## config.mk

```make
export PLATFORM = sky130hd
export DESIGN_NAME = mem_access_unit
export DESIGN_NICKNAME = d
export VERILOG_FILES = /design/src/rtl/mem_access_unit.sv
export SDC_FILE = /design/constraint.sdc
export NUM_CORES = 1
export LEC_CHECK = 0
export CAP_MARGIN = 20
export CORE_ASPECT_RATIO = 0.8
export CORE_UTILIZATION = 49
export DETAILED_ROUTE_END_ITERATION = 6
export PLACE_DENSITY = 0.86
export SYNTH_ARGS = -nofsm -noshare
export SYNTH_HDL_FRONTEND = slang
export SYNTH_SLANG_ARGS = --single-unit
```

## constraint.sdc

```tcl
create_clock -name CLK -period 5.3 [get_ports CLK]
set_clock_uncertainty 0.1 [all_clocks]
set_input_delay 1.06 -clock CLK [delete_from_list [all_inputs] [get_ports CLK]]
set_output_delay 1.06 -clock CLK [all_outputs]
set_load 0.01 [all_outputs]
```

## src/rtl/mem_access_unit.sv

```systemverilog
// Purpose: MEM-stage data access engine; single-outstanding req/ack bus, load extract, MEM/WB regs.
// Latency: non-memory op 1 cycle; memory op 2 cycles minimum (entry edge + ack edge).
// Backpressure: mem_stall freezes upstream stages from the entry cycle until the dbus_ack cycle.
//
// Ports:
//   CLK, rst_n                      clock, async active-low reset
//   ex_mem_*, store_to_mem_I,       EX/MEM register outputs (address, rs2, enables, funct3,
//   MEM_*_En_I, funct3_I,           rd and write-back controls)
//   Reg_Wr_En_I, Src_to_Reg_I
//   dbus_req/we/addr/wdata/be       data bus request, held stable until dbus_ack
//   dbus_ack, dbus_rdata            bus completion; rdata valid with ack
//   mem_stall                       pipeline freeze, combinational
//   load_data_O, alu_result_O,      MEM/WB registers
//   mem_wb_rd, Reg_Wr_En_O, Src_to_Reg_O
//   misaligned_O                    one-cycle pulse when a misaligned access is dropped
module mem_access_unit #(
   parameter int XLEN = 32
) (
   input  logic            CLK,
   input  logic            rst_n,
   input  logic            ex_mem_valid,
   input  logic [XLEN-1:0] ex_mem_addr,
   input  logic [XLEN-1:0] store_to_mem_I,
   input  logic            MEM_Wr_En_I,
   input  logic            MEM_Rd_En_I,
   input  logic [2:0]      funct3_I,
   input  logic [4:0]      ex_mem_rd,
   input  logic            Reg_Wr_En_I,
   input  logic [1:0]      Src_to_Reg_I,
   output logic            dbus_req,
   output logic            dbus_we,
   output logic [XLEN-1:0] dbus_addr,
   output logic [XLEN-1:0] dbus_wdata,
   output logic [3:0]      dbus_be,
   input  logic            dbus_ack,
   input  logic [XLEN-1:0] dbus_rdata,
   output logic            mem_stall,
   output logic [XLEN-1:0] load_data_O,
   output logic [XLEN-1:0] alu_result_O,
   output logic [4:0]      mem_wb_rd,
   output logic            Reg_Wr_En_O,
   output logic [1:0]      Src_to_Reg_O,
   output logic            misaligned_O
);

   localparam logic [0:0] IDLE = 1'b0;
   localparam logic [0:0] BUSY = 1'b1;

   logic [0:0]      state;
   logic [XLEN-1:0] cap_addr;
   logic [2:0]      cap_f3;
   logic [4:0]      cap_rd;
   logic            cap_rwe;
   logic [1:0]      cap_src;

   logic            access;
   logic            misaligned;
   logic            aligned_acc;
   logic [3:0]      be_n;
   logic [XLEN-1:0] wdata_n;
   logic [7:0]      lane8;
   logic [15:0]     lane16;
   logic [XLEN-1:0] ld_ext;

   assign access      = ex_mem_valid & (MEM_Wr_En_I | MEM_Rd_En_I);
   // funct3[1:0] carries the size for both signed and unsigned loads
   assign misaligned  = access & (((funct3_I[1:0] == 2'b01) & ex_mem_addr[0]) |
                                  ((funct3_I[1:0] == 2'b10) & (ex_mem_addr[1:0] != 2'b00)));
   assign aligned_acc = access & ~misaligned;

   // In BUSY the stall releases in the ack cycle so the pipeline advances on that edge
   assign mem_stall = (state == IDLE) ? aligned_acc : ~dbus_ack;
   assign dbus_addr = {cap_addr[XLEN-1:2], 2'b00};

   always_comb begin
      be_n    = 4'b1111;
      wdata_n = store_to_mem_I;
      case (funct3_I[1:0])
         2'b00: begin
            be_n    = 4'b0001 << ex_mem_addr[1:0];
            wdata_n = {4{store_to_mem_I[7:0]}};
         end
         2'b01: begin
            be_n    = ex_mem_addr[1] ? 4'b1100 : 4'b0011;
            wdata_n = {2{store_to_mem_I[15:0]}};
         end
         default: ;
      endcase
   end

   always_comb begin
      lane8 = dbus_rdata[7:0];
      case (cap_addr[1:0])
         2'b01:   lane8 = dbus_rdata[15:8];
         2'b10:   lane8 = dbus_rdata[23:16];
         2'b11:   lane8 = dbus_rdata[31:24];
         default: ;
      endcase
      lane16 = cap_addr[1] ? dbus_rdata[31:16] : dbus_rdata[15:0];
      case (cap_f3)
         3'b000:  ld_ext = {{24{lane8[7]}}, lane8};
         3'b100:  ld_ext = {24'b0, lane8};
         3'b001:  ld_ext = {{16{lane16[15]}}, lane16};
         3'b101:  ld_ext = {16'b0, lane16};
         default: ld_ext = dbus_rdata;
      endcase
   end

   always_ff @(posedge CLK or negedge rst_n) begin
      if (!rst_n) begin
         state        <= IDLE;
         dbus_req     <= 1'b0;
         dbus_we      <= 1'b0;
         dbus_wdata   <= '0;
         dbus_be      <= 4'b0;
         cap_addr     <= '0;
         cap_f3       <= 3'b0;
         cap_rd       <= 5'b0;
         cap_rwe      <= 1'b0;
         cap_src      <= 2'b0;
         load_data_O  <= '0;
         alu_result_O <= '0;
         mem_wb_rd    <= 5'b0;
         Reg_Wr_En_O  <= 1'b0;
         Src_to_Reg_O <= 2'b0;
         misaligned_O <= 1'b0;
      end else begin
         misaligned_O <= 1'b0;
         case (state)
            IDLE: begin
               if (aligned_acc) begin
                  // Snapshot everything the access needs; inputs are don't-care while BUSY
                  dbus_req    <= 1'b1;
                  dbus_we     <= MEM_Wr_En_I;
                  dbus_wdata  <= wdata_n;
                  dbus_be     <= be_n;
                  cap_addr    <= ex_mem_addr;
                  cap_f3      <= funct3_I;
                  cap_rd      <= ex_mem_rd;
                  cap_rwe     <= Reg_Wr_En_I;
                  cap_src     <= Src_to_Reg_I;
                  Reg_Wr_En_O <= 1'b0;
                  state       <= BUSY;
               end else if (misaligned) begin
                  misaligned_O <= 1'b1;
                  Reg_Wr_En_O  <= 1'b0;
               end else begin
                  mem_wb_rd    <= ex_mem_rd;
                  Reg_Wr_En_O  <= Reg_Wr_En_I & ex_mem_valid;
                  Src_to_Reg_O <= Src_to_Reg_I;
                  alu_result_O <= ex_mem_addr;
               end
            end
            BUSY: begin
               if (dbus_ack) begin
                  dbus_req     <= 1'b0;
                  mem_wb_rd    <= cap_rd;
                  Reg_Wr_En_O  <= cap_rwe;
                  Src_to_Reg_O <= cap_src;
                  load_data_O  <= ld_ext;
                  alu_result_O <= cap_addr;
                  state        <= IDLE;
               end else begin
                  Reg_Wr_En_O <= 1'b0;
               end
            end
            default: state <= IDLE;
         endcase
      end
   end

endmodule

```

==> impl_table.tex <==
\begin{tabular}{lr}
\hline
Metric & Value \\
\hline
\multicolumn{2}{l}{\textbf{Status}} \\
\quad Status & finished, violations left \\
\quad Violations in the final reports & design-rule violations \\
\multicolumn{2}{l}{\textbf{Worst setup path}} \\
\quad Highest net fanout along the worst path & 7 \\
\quad Arrival time worst endpoint & 3120 ps \\
\quad Critical Path Start Type & primary input \\
\quad Worst Setup End Kind & output port \\
\quad Start-to-end type of the worst setup path & in -> out \\
\quad Required time reported for the critical path endpoint & 4140 ps \\
\multicolumn{2}{l}{\textbf{Yosys}} \\
\quad Cells after Synth & 787 \\
\quad Register area share after synthesis & 53.39\% \\
\quad Share of synthesized flip-flops with an asynchronous set or reset & 100.0\% \\
\quad Primary flip-flop cell chosen by synthesis mapping & sky130\_fd\_sc\_hd\_\_dfrtp\_1 \\
\quad Synthesized cell area & 7264 sq um \\
\quad EDFF count, synth & 0 \\
\quad Number of storage elements in the synthesis netlist & 155 \\
\quad Synthesized area per cell & 9.231 sq um \\
\quad Yosys warnings & 0 \\
\quad Count of distinct cell types in the synthesized netlist & 46 \\
\multicolumn{2}{l}{\textbf{Power}} \\
\quad Switching component of the power & 1.471 mW \\
\quad PD cells & 451.2 nW/um\^{}2 \\
\quad Total chip power & 4.659 mW \\
\quad Fraction of power spent switching nets & 31.57\% \\
\quad Leak pwr & 4.589 nW \\
\quad Combinational group share of total power & 34.2\% \\
\quad Worst VDD drop & 0.2768 mV \\
\quad Clock group share of total power & 27.7\% \\
\quad Int Pwr & 3.188 mW \\
\quad Sequential share of power & 38.2\% \\
\multicolumn{2}{l}{\textbf{Detailed routing}} \\
\quad Vias & 6367 \\
\quad Via density & 5.364 \\
\quad DRT antenna net count & 0 \\
\quad Total wirelength of the detailed-routed design & 20760 um \\
\quad Number of detailed-route iterations in the first pass & 7 \\
\quad Routed wire per std cell & 17.49 um \\
\quad Iteration-0 DRC Markers & 478 \\
\quad Post-detailed-route DRC marker count & 34 \\
\multicolumn{2}{l}{\textbf{STA}} \\
\quad Slew at the pin closest to its max-slew limit & 1062 ps \\
\quad Number of hold-slack violations in the final timing report & 0 \\
\quad Final sum of negative setup slack & 0 ps \\
\quad Slew Limit Fails & 0 \\
\quad Number of setup violations in the final report & 0 \\
\quad Fraction of the cycle the final worst path needs & 80.82\% \\
\quad Max-slew headroom at the worst pin & 29.22\% \\
\quad Final hold slack & 376.3 ps \\
\quad RSZ-0062 raised after global routing & false \\
\quad PnR worst setup slack & 1017 ps \\
\quad Max Freq & 233.5 MHz \\
\quad Crit path time final & 4283 ps \\
\multicolumn{2}{l}{\textbf{Cells and area}} \\
\quad Multi-input gate area in the final layout & 2924 sq um \\
\quad Antenna diode instance count & 0 \\
\quad Footprint of the flip-flops and latches & 3880 sq um \\
\quad Fraction of layout cells with a size suffix above 1 & 5.284\% \\
\quad P\&R area growth vs syn & 42.13\% \\
\quad Number of nets in the layout & 1103 \\
\quad Filler cell count & 1075 \\
\quad Non-Filler Instances & 1187 \\
\multicolumn{2}{l}{\textbf{Placed design}} \\
\quad Routability-driven placement congestion ratio & 0.8567 \\
\quad Total half-perimeter wirelength after legalization and detailed placement & 14270 um \\
\quad Number of buffers inserted by port buffering & 254 \\
\quad Worst setup slack before clock tree synthesis & 1038 ps \\
\quad Total placed cells including tap cells & 1155 \\
\multicolumn{2}{l}{\textbf{CTS}} \\
\quad TritonCTS clock tree & yes \\
\quad Worst-Skew Late Latency & 420 ps \\
\quad Count of hold-fix buffers inserted at cts & 0 \\
\quad CTS Root Cell & sky130\_fd\_sc\_hd\_\_clkbuf\_16 \\
\quad Post-CTS setup buffer count & 0 \\
\quad Count of clock tree sinks & 155 \\
\quad CTS-repair resized insts & 0 \\
\quad Total clock buffers created by CTS & 17 \\
\quad Register clock-pin slew on the reported worst setup and hold paths & 60 ps \\
\quad Number of levels in the clock H-tree & 4 \\
\quad Number of buffers on the longest clock path & 2 \\
\multicolumn{2}{l}{\textbf{GRT}} \\
\quad Via count of the first global-routing pass & 6432 \\
\quad Overall overflow remaining after global route & 0 \\
\quad Wire length of the first global-routing pass & 34630 um \\
\quad Total Routing Usage GR & 29.13\% \\
\quad Largest net degree at the start of global routing & 104 \\
\quad Initial antenna violation count & 0 \\
\multicolumn{2}{l}{\textbf{Flow run}} \\
\quad Number of max-cap violations & 0 \\
\multicolumn{2}{l}{\textbf{Floorplan}} \\
\quad Die X & 138.1 um \\
\quad Number of top-level pins & 257 \\
\quad Number of standard-cell rows in the floorplan & 39 \\
\quad Core Area & 14400 sq um \\
\quad Starting utilization of the core area & 50.47\% \\
\quad Die span in y & 110.9 um \\
\quad Die Area & 15320 sq um \\
\multicolumn{2}{l}{\textbf{Hold path}} \\
\quad Path type of the worst min-delay path & reg -> reg \\
\hline
\end{tabular}
[final timing paths]
check                      cells after the start                  start                            to  slack [ps]
setup / recovery                               5         ex_mem_addr[1]                     mem_stall        1020
hold / removal                                 2  cap_rd[1]$_DFFE_PN0P_         cap_rd[1]$_DFFE_PN0P_         380
setup reg to reg                               5        state$_DFF_PN0_  alu_result_O[23]$_DFFE_PN0P_        2770
hold reg to reg                                2  cap_rd[1]$_DFFE_PN0P_         cap_rd[1]$_DFFE_PN0P_         380
max in group asynchronous                      2                  rst_n    dbus_wdata[14]$_DFFE_PN0P_        3480
min in group asynchronous                      1                  rst_n  alu_result_O[23]$_DFFE_PN0P_         590
[kinds of logic after synthesis]
logic type      Yosys count  synth area share, %
simple gates            303                16.69
mux                      68                9.748
buf+inv                  91                6.752
other cells               1              0.05162
flops                   155                53.39
compound gates          169                13.37
[registers in the layout, indices dropped and copies added, names as in the netlist]
name and count:
load_data_O 32, misaligned_O 1, mem_wb_rd 5, cap_rwe 1
dbus_req 1, alu_result_O 32, Reg_Wr_En_O 1, dbus_be 4
cap_rd 5, dbus_we 1, Src_to_Reg_O 2, cap_src 2
cap_f3 3, dbus_wdata 32, state 1, cap_addr 32
[cell usage in the layout, fill, tap and decap left out, drive strengths merged, types with 4 or more instances in the layout]
| cell type | count |
|---|---|
| clkdlybuf4s50 | 253 |
| nand2 | 232 |
| dfrtp | 155 |
| o21ai | 92 |
| mux2i | 64 |
| a21oi | 38 |
| nor2 | 38 |
| clkbuf | 19 |
| buf | 13 |
| nand3 | 12 |
| inv | 9 |
| nor2b | 6 |
| nand2b | 5 |
| a31oi | 4 |
| o22ai | 4 |
| bufinv | 4 |
| clkinvlp | 4 |
| clkinv | 4 |
[worst max-delay path: stages]
cell,delay [ps]
sky130_fd_sc_hd__clkdlybuf4s50_1,570
sky130_fd_sc_hd__o21ba_2,320
sky130_fd_sc_hd__a2111o_2,480
sky130_fd_sc_hd__nand2_1,90
sky130_fd_sc_hd__clkdlybuf4s50_1,600
[metrics by stage]
stage	utilization, %	cell area (sq um)
global placement	67.37	9698
CTS	71.73	10320
finish	71.73	10320
floorplan	-	7268
detailed placement	67.37	9698
global route	71.73	10320
[final cells by class]
type                       instances  share of cell area [%]
inverter                           8                  0.2908
timing repair buffer             266                   25.51
tap                              184                   2.230
clock inverter                    13                   1.878
sequential                       155                   37.58
multi-input combinational        542                   28.32
clock buffer                      19                   4.193
[routing by layer]
metal / global-route usage [%] / vias to the layer above / share of wire [%]
li1: - / 3031 / -
met2: 47.86 / 261 / 48
met3: 9.330 / 29 / 9.5
met1: 35.99 / 3046 / 40
met4: 11.01 / 0 / 2.4
met5: 0 / - / 0
[Yosys cell counts (all sizes together), types with 3 or more instances]
master	n	area, sq um
nand2	232	870.8
dfrtp	155	3879
o21ai	92	460.4
mux2i	64	640.6
buf	58	366.6
a21oi	38	190.2
nor2	38	145.1
clkbuf	25	93.84
nand3	12	60.06
inv	8	30.03
nor2b	6	37.54
nand2b	5	31.28
a31oi	4	25.02
o22ai	4	25.02
a21boi	3	22.52
a221oi	3	26.28
a2bb2oi	3	26.28
a311oi	3	26.28
nand3b	3	22.52
[power groups by stage]
stage,registers (mW),clock network (mW),logic [mW]
2_1_floorplan,1.86,0,0.647
3_3_place_gp,1.78,0,1.56
3_5_place_dp,1.79,0,1.59
4_1_cts,1.78,1.31,1.60
5_1_grt,1.83,1.36,1.73
6_report,1.78,1.29,1.59
Note: power is estimated with default switching activity, not from simulation.
